File: src/rtl/recon_hdr_tx_if.sv
// rtl/recon_hdr_tx_if.sv - command, payload stream and frame stream bundle for recon_hdr_tx
interface recon_hdr_tx_if #(
  parameter int DATA_WIDTH   = 512,
  parameter int KEEP_WIDTH   = DATA_WIDTH / 8,
  parameter int ADDR_WIDTH   = 34,
  parameter int PREFIX_BYTES = 46
);
  // command
  logic                      s_cmd_valid;
  logic                      s_cmd_ready;
  logic [PREFIX_BYTES*8-1:0] s_cmd_prefix;
  logic [1:0]                s_cmd_func_type;
  logic                      s_cmd_size_valid;
  logic [ADDR_WIDTH-1:0]     s_cmd_addr;
  logic [7:0]                s_cmd_id;
  logic [31:0]               s_cmd_size;

  // payload stream
  logic [DATA_WIDTH-1:0]     s_payload_tdata;
  logic [KEEP_WIDTH-1:0]     s_payload_tkeep;
  logic                      s_payload_tvalid;
  logic                      s_payload_tlast;
  logic                      s_payload_tready;

  // frame stream
  logic [DATA_WIDTH-1:0]     m_axis_tdata;
  logic [KEEP_WIDTH-1:0]     m_axis_tkeep;
  logic                      m_axis_tvalid;
  logic                      m_axis_tlast;
  logic                      m_axis_tready;

  modport slave (
    input  s_cmd_valid, s_cmd_prefix, s_cmd_func_type, s_cmd_size_valid,
           s_cmd_addr, s_cmd_id, s_cmd_size,
    output s_cmd_ready,
    input  s_payload_tdata, s_payload_tkeep, s_payload_tvalid, s_payload_tlast,
    output s_payload_tready,
    output m_axis_tdata, m_axis_tkeep, m_axis_tvalid, m_axis_tlast,
    input  m_axis_tready
  );

  modport master (
    output s_cmd_valid, s_cmd_prefix, s_cmd_func_type, s_cmd_size_valid,
           s_cmd_addr, s_cmd_id, s_cmd_size,
    input  s_cmd_ready,
    output s_payload_tdata, s_payload_tkeep, s_payload_tvalid, s_payload_tlast,
    input  s_payload_tready,
    input  m_axis_tdata, m_axis_tkeep, m_axis_tvalid, m_axis_tlast,
    output m_axis_tready
  );
endinterface

File: src/rtl/recon_hdr_tx.sv
// rtl/recon_hdr_tx.sv - recon header frame builder; optional payload length check under RECON_TX_LEN_CHECK_EN
module recon_hdr_tx #(
  parameter int DATA_WIDTH      = 512,
  parameter int KEEP_WIDTH      = DATA_WIDTH / 8,
  parameter int ADDR_WIDTH      = 34,
  parameter int PREFIX_BYTES    = 46,
  parameter int RECON_HDR_BYTES = 10
) (
  input  logic         clk,
  input  logic         rst_n,
  recon_hdr_tx_if.slave bus,
  output logic         busy
`ifdef RECON_TX_LEN_CHECK_EN
  ,
  output logic         len_err
`endif
);

  localparam int HEAD_BYTES  = PREFIX_BYTES + RECON_HDR_BYTES;  // bytes 0..55 of beat 0
  localparam int HEAD_BITS   = HEAD_BYTES * 8;
  localparam int HDR_BITS    = RECON_HDR_BYTES * 8;
  localparam int SPILL_BYTES = KEEP_WIDTH - HEAD_BYTES;         // payload bytes fitting after the head
  localparam int SPILL_BITS  = SPILL_BYTES * 8;
  localparam int CW          = $clog2(KEEP_WIDTH + 1);
  localparam int ID_LSB      = 3 + ADDR_WIDTH;
  localparam int SIZE_LSB    = ID_LSB + 8;

  generate
    if (DATA_WIDTH != 512) begin : g_bad_width
      $error("recon_hdr_tx: only DATA_WIDTH = 512 is supported");
    end
    if (KEEP_WIDTH != DATA_WIDTH / 8) begin : g_bad_keep
      $error("recon_hdr_tx: KEEP_WIDTH must equal DATA_WIDTH/8");
    end
  endgenerate

  typedef enum logic [2:0] {
    S_IDLE,
    S_HDR,
    S_PAYLOAD,
    S_TAIL,
    S_DRAIN
  } state_t;

  function automatic logic [CW-1:0] keep_count(input logic [KEEP_WIDTH-1:0] keep);
    logic [CW-1:0] c;
    c = '0;
    for (int i = 0; i < KEEP_WIDTH; i++) c = c + CW'(keep[i]);
    return c;
  endfunction

  function automatic logic [KEEP_WIDTH-1:0] keep_mask(input logic [CW-1:0] n);
    logic [KEEP_WIDTH-1:0] m;
    m = '0;
    for (int i = 0; i < KEEP_WIDTH; i++) m[i] = (CW'(i) < n);
    return m;
  endfunction

  // Prefix followed by the recon header, i.e. bytes 0..55 of the first beat.
  function automatic logic [HEAD_BITS-1:0] build_head(
    input logic [PREFIX_BYTES*8-1:0] prefix,
    input logic [1:0]                func,
    input logic                      size_valid,
    input logic [ADDR_WIDTH-1:0]     addr,
    input logic [7:0]                id,
    input logic [31:0]               size
  );
    logic [HDR_BITS-1:0] h;
    h                   = '0;
    h[1:0]              = func;
    h[2]                = size_valid;
    h[3 +: ADDR_WIDTH]  = addr;
    h[ID_LSB +: 8]      = id;
    h[SIZE_LSB +: 32]   = size;
    return {h, prefix};
  endfunction

  state_t                 state_q, state_d;
  logic [HEAD_BITS-1:0]   residue_q;     // bytes waiting for the next output beat
  logic [CW-1:0]          tail_cnt_q;    // valid residue bytes for the TAIL beat
  logic                   out_valid_q;
  logic [DATA_WIDTH-1:0]  out_data_q;
  logic [KEEP_WIDTH-1:0]  out_keep_q;
  logic                   out_last_q;

  logic                   load_ok;
  logic                   cmd_fire;
  logic                   pay_fire;
  logic                   last_fire;
  logic [CW-1:0]          pay_cnt;
  logic [HEAD_BITS-1:0]   head_in;

  logic                   cmd_ready;
  logic                   pay_ready;
  logic                   load_en;
  logic [DATA_WIDTH-1:0]  beat_data;
  logic [KEEP_WIDTH-1:0]  beat_keep;
  logic                   beat_last;

  assign load_ok   = !out_valid_q || bus.m_axis_tready;
  assign cmd_fire  = (state_q == S_IDLE) && bus.s_cmd_valid;
  assign pay_fire  = pay_ready && bus.s_payload_tvalid;
  assign last_fire = out_valid_q && out_last_q && bus.m_axis_tready;
  assign pay_cnt   = keep_count(bus.s_payload_tkeep);
  assign head_in   = build_head(bus.s_cmd_prefix, bus.s_cmd_func_type, bus.s_cmd_size_valid,
                                bus.s_cmd_addr, bus.s_cmd_id, bus.s_cmd_size);

  // State register; reset aborts any frame in flight.
  always_ff @(posedge clk or negedge rst_n) begin
    if (!rst_n) state_q <= S_IDLE;
    else        state_q <= state_d;
  end

  // Next-state: descriptor-only commands skip straight to DRAIN since beat 0 loads at accept.
  always_comb begin
    state_d = state_q;
    case (state_q)
      S_IDLE: begin
        if (cmd_fire) state_d = bus.s_cmd_size_valid ? S_DRAIN : S_HDR;
      end
      S_HDR, S_PAYLOAD: begin
        if (pay_fire) begin
          if (!bus.s_payload_tlast)                state_d = S_PAYLOAD;
          else if (pay_cnt <= CW'(SPILL_BYTES))    state_d = S_DRAIN;
          else                                     state_d = S_TAIL;
        end
      end
      S_TAIL: begin
        if (load_ok) state_d = S_DRAIN;
      end
      S_DRAIN: begin
        if (last_fire) state_d = S_IDLE;
      end
      default: state_d = S_IDLE;
    endcase
  end

  // Outputs: handshake readies and the beat offered to the output register.
  always_comb begin
    cmd_ready = 1'b0;
    pay_ready = 1'b0;
    load_en   = 1'b0;
    beat_data = '0;
    beat_keep = '0;
    beat_last = 1'b0;
    case (state_q)
      S_IDLE: begin
        cmd_ready = 1'b1;
        if (bus.s_cmd_valid && bus.s_cmd_size_valid) begin
          load_en   = 1'b1;
          beat_data = {{SPILL_BITS{1'b0}}, head_in};
          beat_keep = keep_mask(CW'(HEAD_BYTES));
          beat_last = 1'b1;
        end
      end
      S_HDR, S_PAYLOAD: begin
        // HDR and PAYLOAD differ only in what residue_q holds (head vs previous beat's upper bytes).
        pay_ready = load_ok;
        if (load_ok && bus.s_payload_tvalid) begin
          load_en   = 1'b1;
          beat_data = {bus.s_payload_tdata[SPILL_BITS-1:0], residue_q};
          if (bus.s_payload_tlast && (pay_cnt <= CW'(SPILL_BYTES))) begin
            beat_keep = keep_mask(CW'(HEAD_BYTES) + pay_cnt);
            beat_last = 1'b1;
          end else begin
            beat_keep = '1;
          end
        end
      end
      S_TAIL: begin
        if (load_ok) begin
          load_en   = 1'b1;
          beat_data = {{SPILL_BITS{1'b0}}, residue_q};
          beat_keep = keep_mask(tail_cnt_q);
          beat_last = 1'b1;
        end
      end
      default: ;
    endcase
  end

  // Residue: head bytes at command accept, then the upper 56 bytes of each payload beat.
  always_ff @(posedge clk or negedge rst_n) begin
    if (!rst_n) begin
      residue_q  <= '0;
      tail_cnt_q <= '0;
    end else if (cmd_fire) begin
      residue_q  <= head_in;
    end else if (pay_fire) begin
      residue_q  <= bus.s_payload_tdata[DATA_WIDTH-1:SPILL_BITS];
      tail_cnt_q <= pay_cnt - CW'(SPILL_BYTES);
    end
  end

  // Output register: loads when empty or draining, holds steady under backpressure.
  always_ff @(posedge clk or negedge rst_n) begin
    if (!rst_n) begin
      out_valid_q <= 1'b0;
      out_data_q  <= '0;
      out_keep_q  <= '0;
      out_last_q  <= 1'b0;
    end else if (load_en) begin
      out_valid_q <= 1'b1;
      out_data_q  <= beat_data;
      out_keep_q  <= beat_keep;
      out_last_q  <= beat_last;
    end else if (bus.m_axis_tready) begin
      out_valid_q <= 1'b0;
    end
  end

`ifdef RECON_TX_LEN_CHECK_EN
  logic [31:0] len_cnt_q;
  logic [31:0] len_size_q;
  logic        len_sv_q;
  logic        len_err_q;
  logic [31:0] len_total;

  assign len_total = len_cnt_q + 32'(pay_cnt);

  // Payload byte count compared with the declared size at the payload tlast.
  always_ff @(posedge clk or negedge rst_n) begin
    if (!rst_n) begin
      len_cnt_q  <= '0;
      len_size_q <= '0;
      len_sv_q   <= 1'b0;
      len_err_q  <= 1'b0;
    end else begin
      len_err_q <= 1'b0;
      if (cmd_fire) begin
        len_cnt_q  <= '0;
        len_size_q <= bus.s_cmd_size;
        len_sv_q   <= bus.s_cmd_size_valid;
      end else if (pay_fire) begin
        if (bus.s_payload_tlast) begin
          len_cnt_q <= '0;
          len_err_q <= (len_total != len_size_q) && !len_sv_q;
        end else begin
          len_cnt_q <= len_total;
        end
      end
    end
  end

  assign len_err = len_err_q;
`endif

  assign bus.s_cmd_ready      = cmd_ready;
  assign bus.s_payload_tready = pay_ready;
  assign bus.m_axis_tdata     = out_data_q;
  assign bus.m_axis_tkeep     = out_keep_q;
  assign bus.m_axis_tvalid    = out_valid_q;
  assign bus.m_axis_tlast     = out_last_q;
  assign busy                 = (state_q != S_IDLE);

endmodule
File: src/flat_wrapper.sv
// flat-port wrapper written by rule: the top's interface ports become plain ports
module recon_hdr_tx_flat 
#(
  parameter int DATA_WIDTH      = 512,
  parameter int KEEP_WIDTH      = DATA_WIDTH / 8,
  parameter int ADDR_WIDTH      = 34,
  parameter int PREFIX_BYTES    = 46,
  parameter int RECON_HDR_BYTES = 10
)
  (clk, rst_n, busy, bus_s_cmd_valid, bus_s_cmd_prefix, bus_s_cmd_func_type, bus_s_cmd_size_valid, bus_s_cmd_addr, bus_s_cmd_id, bus_s_cmd_size, bus_s_cmd_ready, bus_s_payload_tdata, bus_s_payload_tkeep, bus_s_payload_tvalid, bus_s_payload_tlast, bus_s_payload_tready, bus_m_axis_tdata, bus_m_axis_tkeep, bus_m_axis_tvalid, bus_m_axis_tlast, bus_m_axis_tready);
  recon_hdr_tx_if #(.DATA_WIDTH(DATA_WIDTH), .KEEP_WIDTH(KEEP_WIDTH), .ADDR_WIDTH(ADDR_WIDTH), .PREFIX_BYTES(PREFIX_BYTES)) bus_i ();
  input  logic clk;
  input  logic rst_n;
  output logic busy;
  input wire logic [$bits(bus_i.s_cmd_valid)-1:0] bus_s_cmd_valid;
  input wire logic [$bits(bus_i.s_cmd_prefix)-1:0] bus_s_cmd_prefix;
  input wire logic [$bits(bus_i.s_cmd_func_type)-1:0] bus_s_cmd_func_type;
  input wire logic [$bits(bus_i.s_cmd_size_valid)-1:0] bus_s_cmd_size_valid;
  input wire logic [$bits(bus_i.s_cmd_addr)-1:0] bus_s_cmd_addr;
  input wire logic [$bits(bus_i.s_cmd_id)-1:0] bus_s_cmd_id;
  input wire logic [$bits(bus_i.s_cmd_size)-1:0] bus_s_cmd_size;
  output wire logic [$bits(bus_i.s_cmd_ready)-1:0] bus_s_cmd_ready;
  input wire logic [$bits(bus_i.s_payload_tdata)-1:0] bus_s_payload_tdata;
  input wire logic [$bits(bus_i.s_payload_tkeep)-1:0] bus_s_payload_tkeep;
  input wire logic [$bits(bus_i.s_payload_tvalid)-1:0] bus_s_payload_tvalid;
  input wire logic [$bits(bus_i.s_payload_tlast)-1:0] bus_s_payload_tlast;
  output wire logic [$bits(bus_i.s_payload_tready)-1:0] bus_s_payload_tready;
  output wire logic [$bits(bus_i.m_axis_tdata)-1:0] bus_m_axis_tdata;
  output wire logic [$bits(bus_i.m_axis_tkeep)-1:0] bus_m_axis_tkeep;
  output wire logic [$bits(bus_i.m_axis_tvalid)-1:0] bus_m_axis_tvalid;
  output wire logic [$bits(bus_i.m_axis_tlast)-1:0] bus_m_axis_tlast;
  input wire logic [$bits(bus_i.m_axis_tready)-1:0] bus_m_axis_tready;
  assign bus_i.s_cmd_valid = bus_s_cmd_valid;
  assign bus_i.s_cmd_prefix = bus_s_cmd_prefix;
  assign bus_i.s_cmd_func_type = bus_s_cmd_func_type;
  assign bus_i.s_cmd_size_valid = bus_s_cmd_size_valid;
  assign bus_i.s_cmd_addr = bus_s_cmd_addr;
  assign bus_i.s_cmd_id = bus_s_cmd_id;
  assign bus_i.s_cmd_size = bus_s_cmd_size;
  assign bus_s_cmd_ready = bus_i.s_cmd_ready;
  assign bus_i.s_payload_tdata = bus_s_payload_tdata;
  assign bus_i.s_payload_tkeep = bus_s_payload_tkeep;
  assign bus_i.s_payload_tvalid = bus_s_payload_tvalid;
  assign bus_i.s_payload_tlast = bus_s_payload_tlast;
  assign bus_s_payload_tready = bus_i.s_payload_tready;
  assign bus_m_axis_tdata = bus_i.m_axis_tdata;
  assign bus_m_axis_tkeep = bus_i.m_axis_tkeep;
  assign bus_m_axis_tvalid = bus_i.m_axis_tvalid;
  assign bus_m_axis_tlast = bus_i.m_axis_tlast;
  assign bus_i.m_axis_tready = bus_m_axis_tready;
  recon_hdr_tx #(.DATA_WIDTH(DATA_WIDTH), .KEEP_WIDTH(KEEP_WIDTH), .ADDR_WIDTH(ADDR_WIDTH), .PREFIX_BYTES(PREFIX_BYTES), .RECON_HDR_BYTES(RECON_HDR_BYTES)) u_core (.clk(clk), .rst_n(rst_n), .bus(bus_i), .busy(busy));
endmodule
File: config.mk
export PLATFORM = sky130hd
export DESIGN_NAME = recon_hdr_tx_flat
export DESIGN_NICKNAME = d
export VERILOG_FILES = /design/src/rtl/recon_hdr_tx_if.sv /design/src/rtl/recon_hdr_tx.sv /design/src/flat_wrapper.sv
export SDC_FILE = /design/constraint.sdc
export NUM_CORES = 2
export LEC_CHECK = 0
export ABC_AREA = 1
export ABC_CLOCK_PERIOD_IN_PS = 1920
export CAP_MARGIN = 5
export CELL_PAD_IN_SITES_DETAIL_PLACEMENT = 0
export CELL_PAD_IN_SITES_GLOBAL_PLACEMENT = 1
export CORE_AREA = 5 5 625 627
export DETAILED_ROUTE_END_ITERATION = 16
export DIE_AREA = 0 0 630 632
export HOLD_SLACK_MARGIN = 0.1
export PLACE_DENSITY_LB_ADDON = 0.1
export SYNTH_ARGS = -nofsm -noshare
export SYNTH_HDL_FRONTEND = slang
export SYNTH_SLANG_ARGS = --single-unit
File: constraint.sdc
create_clock -name clk -period 1.92 [get_ports clk]
set_clock_uncertainty 0.15 [all_clocks]
set_input_delay 0.192 -clock clk [delete_from_list [all_inputs] [get_ports clk]]
set_output_delay 0.192 -clock clk [all_outputs]
set_load 0.01 [all_outputs]
==> results.toml <==
[timing]
layout_setup_ws_ps = -4664
slew_viol_final = 0
rsz0062_at_grt = "true"
max_freq_mhz = 151.9
hold_viol_final = 0
max-slew-margin-rel_pct = 29.38
min_period_ps = 6584
setup_viol_count_final = 1738
tightest_slew_ps = 1056
min_period_over_period_pct = 342.9

[critical_path]
critPathMaxFanout = 8
cp-startpoint = "bus_s_payload_tkeep[0]"
required_ps = 2490
crit_path_end_kind = "flip-flop"
crit_family = "adder cells"
r2r-start = "u_core.state_q[1]"
cp_slowest_cell = "fa_1"
cpPeakStageDelay_ps = 560
worst-path-buf-inv = 11
path_class = "in2reg"
crit_arrival_ps = 7150
path_common_cell = "fa_1"
cp-start-kind = "input port"

[power]
power_leakage_nw = 39.61
ir_drop_v = 0.004194
power-per-cell-area_nw_per_um2 = 2047

[synthesis]
syn_inst = 4762
synth_seq_cells = 1036
yosys_warnings = 0
async_flop_share_pct = 100.0
ys.flop_type = "dfrtp_1"
ys_seq_area_share_pct = 56.30
synth_fp_nets = 5864
avgSynthCellArea_um2 = 9.670
syn_area_um2 = 46050
yosysUniqueCellTypes = 43
synth-edff-count = 0

[drt]
avgViaCountPerCell = 3.766
drt_iter0_markers = 2159
vias = 49258
ant_nets = 0
routedWlPerCell_um = 26.70
drcViolationCount = 0
first_pass_iters = 5
routed_wl_um = 349200

[clock_tree]
cts-root-buf = "clkbuf_16"
clock_path_buffers = 4
cts_tree = "yes"
cts_sinks = 1036
insertion_delay_ps = 840
h-tree-depth = 4
cts_buffers = 158
clk_pin_slew_ps = 60

[final_layout]
fin_area_um2 = 94510
final_core_utilization_pct = 24.60
layout-drive-gt1-share_pct = 20.34
nets = 8945
area_delta_synth_final_pct = 105.2

[flow_run]
max-cap-violations = 0

[global_route]
grt_remaining_overflow = 0
grt_pass1_vias = 53832
antenna_found_initial = 154
grt_first_pass_wirelength_um = 462600
grt_max_degree = 98
track_usage_pct = 16.29

[floorplanning]
io-pin-count = 1608
dieArea_um2 = 398200
initial_core_util_pct = 11.98
die_x_um = 630
fp.dieH_um = 632
rows = 228
coreArea_um2 = 384300

[placement]
finalWeightedCongestion = 0.8303
io_buffer_count = 1607
hpwl_um = 262900
place_area_um2 = 72470
dpl_worst_slack_ps = -5967

[status]
status = "finished with violations"
violations = "negative setup slack"

[min_path]
hp-class = "in2reg"
min_from = "bus_s_payload_tkeep[5]"
cell usage in the layout, fill, tap and decap left out, drive strengths merged, types with 5 or more instances in the layout:
cell	n
clkdlybuf4s50	1536
nand2	1461
dfrtp	1036
dlygate4sd3	954
buf	690
inv	638
o211ai	447
o221ai	444
clkbuf	280
nor2	75
a22o	64
diode	62
o21ai	57
fa	54
nand3	48
a21oi	41
o22ai	23
clkinv	23
ha	21
dlymetal6s2s	11
bufinv	8
nand4	7
dlygate4sd2	7
clkdlybuf4s15	6
nor3	5
worst reg2reg max path, stage by stage (launching register included):
cell and delay [ps]:
dfrtp_1 410, nor2_2 160, buf_6 120, nand2_4 50, nor2_4 200, nand2_2 110
inv_2 90, nor2_4 60, buf_12 140, buf_16 170, nor2_1 360, buf_4 180
nand2_1 50, o21ai_1 60, inv_1 40
power breakdown:
part,internal (mW),switching [mW],leakage (nW)
sequential,32.9,5.84,12.7
clock,18.1,12.1,2.58
combinational,58.9,65.7,24.4
registers in the layout, indices dropped and copies added, names as in the netlist:
register                  cells
u_core.bus.m_axis_tdata     512
u_core.bus.m_axis_tkeep      64
u_core.bus.m_axis_tlast       1
u_core.bus.m_axis_tvalid      1
u_core.residue_q            448
u_core.state_q                3
u_core.tail_cnt_q             7
kinds of logic (layout without fill, tap and decap cells):
family	Yosys count	count (layout)	share of synthesized area, %
simple gates	1599	1599	13.37
buf+inv	961	4157	8.488
compound gates	1090	1090	18.89
flops	1036	1036	56.30
fa+ha+maj	75	75	2.918
other cells	0	62	0
xor+xnor	1	1	0.03533
path summary, 6_finish.rpt:
path                                           endpoint  slack, ps  depth (start not counted)
setup / recovery             u_core.bus.m_axis_tkeep[4]      -4660                         30
hold / removal                     u_core.tail_cnt_q[0]        130                          5
setup reg to reg             u_core.bus.m_axis_tkeep[7]       -560                         14
hold reg to reg            u_core.bus.m_axis_tdata[349]        340                          2
max in group asynchronous   u_core.bus.m_axis_tkeep[16]       -230                          4
min in group asynchronous         u_core.residue_q[195]        520                          5
stage by stage:
stage          power (mW)  hold WS [ps]  instances  TNS [ps]
3_5_place_dp        137.5         220.7      11614   -948260
4_1_cts             185.3       0.06151      12921   -896050
6_report            193.5         126.8      13080   -832380
2_1_floorplan       83.44        -253.6       4762   -356020
5_1_grt             203.1         119.0      13057  -1019060
3_3_place_gp        138.4         219.2      11614   -949930
layer usage:
metal  wire (um)  share of wire (%)  track usage [%]  vias up
met2      178000                 51            29.53     1365
met4        8942                2.6            3.473       56
met1      144500                 41            19.65    24806
li1            -                  -                -    22579
met5         311              0.089                0        -
met3       17470                5.0            3.532      452
cell type report:
class	count	area [um^2]
fill	41283	289800
timing repair buffer	3248	34860
sequential	1036	25950
multi-input combinational	2765	19530
tap	5060	6331
clock buffer	237	4722
inverter	633	2430
clock inverter	38	516.7
antenna	62	155.1
timing repair inverter	1	11.26
synth_stat cells (5+ instances only):
cell type | number | area [um^2]
nand4_1 | 7 | 43.79
fa_1 | 54 | 1081
o221ai_1 | 444 | 3889
a22o_1 | 64 | 560.5
buf_2 | 214 | 1071
o211ai_1 | 447 | 3356
nor3_1 | 5 | 25.02
a21oi_1 | 40 | 200.2
nor2_1 | 69 | 259.0
dfrtp_1 | 1036 | 25920
o22ai_2 | 19 | 237.7
inv_2 | 5 | 18.77
o21ai_0 | 46 | 230.2
nand2_1 | 1455 | 5461
inv_1 | 627 | 2354
clkbuf_1 | 105 | 394.1
o21ai_1 | 7 | 35.03
ha_1 | 21 | 262.8
nand3_1 | 47 | 235.2
what timing repair did:
| action | CTS | global route |
|---|---|---|
| resized for setup | 536 | 794 |
| endpoints found under the hold margin | 1999 | 4 |
| buffers inserted | 62 | 61 |
| pin swaps | 65 | 104 |
| hold buffers | 952 | 4 |
| cloned | 22 | 49 |
| endpoints found under the setup margin | 1616 | 1745 |
Note: power is estimated with default switching activity, not from simulation.
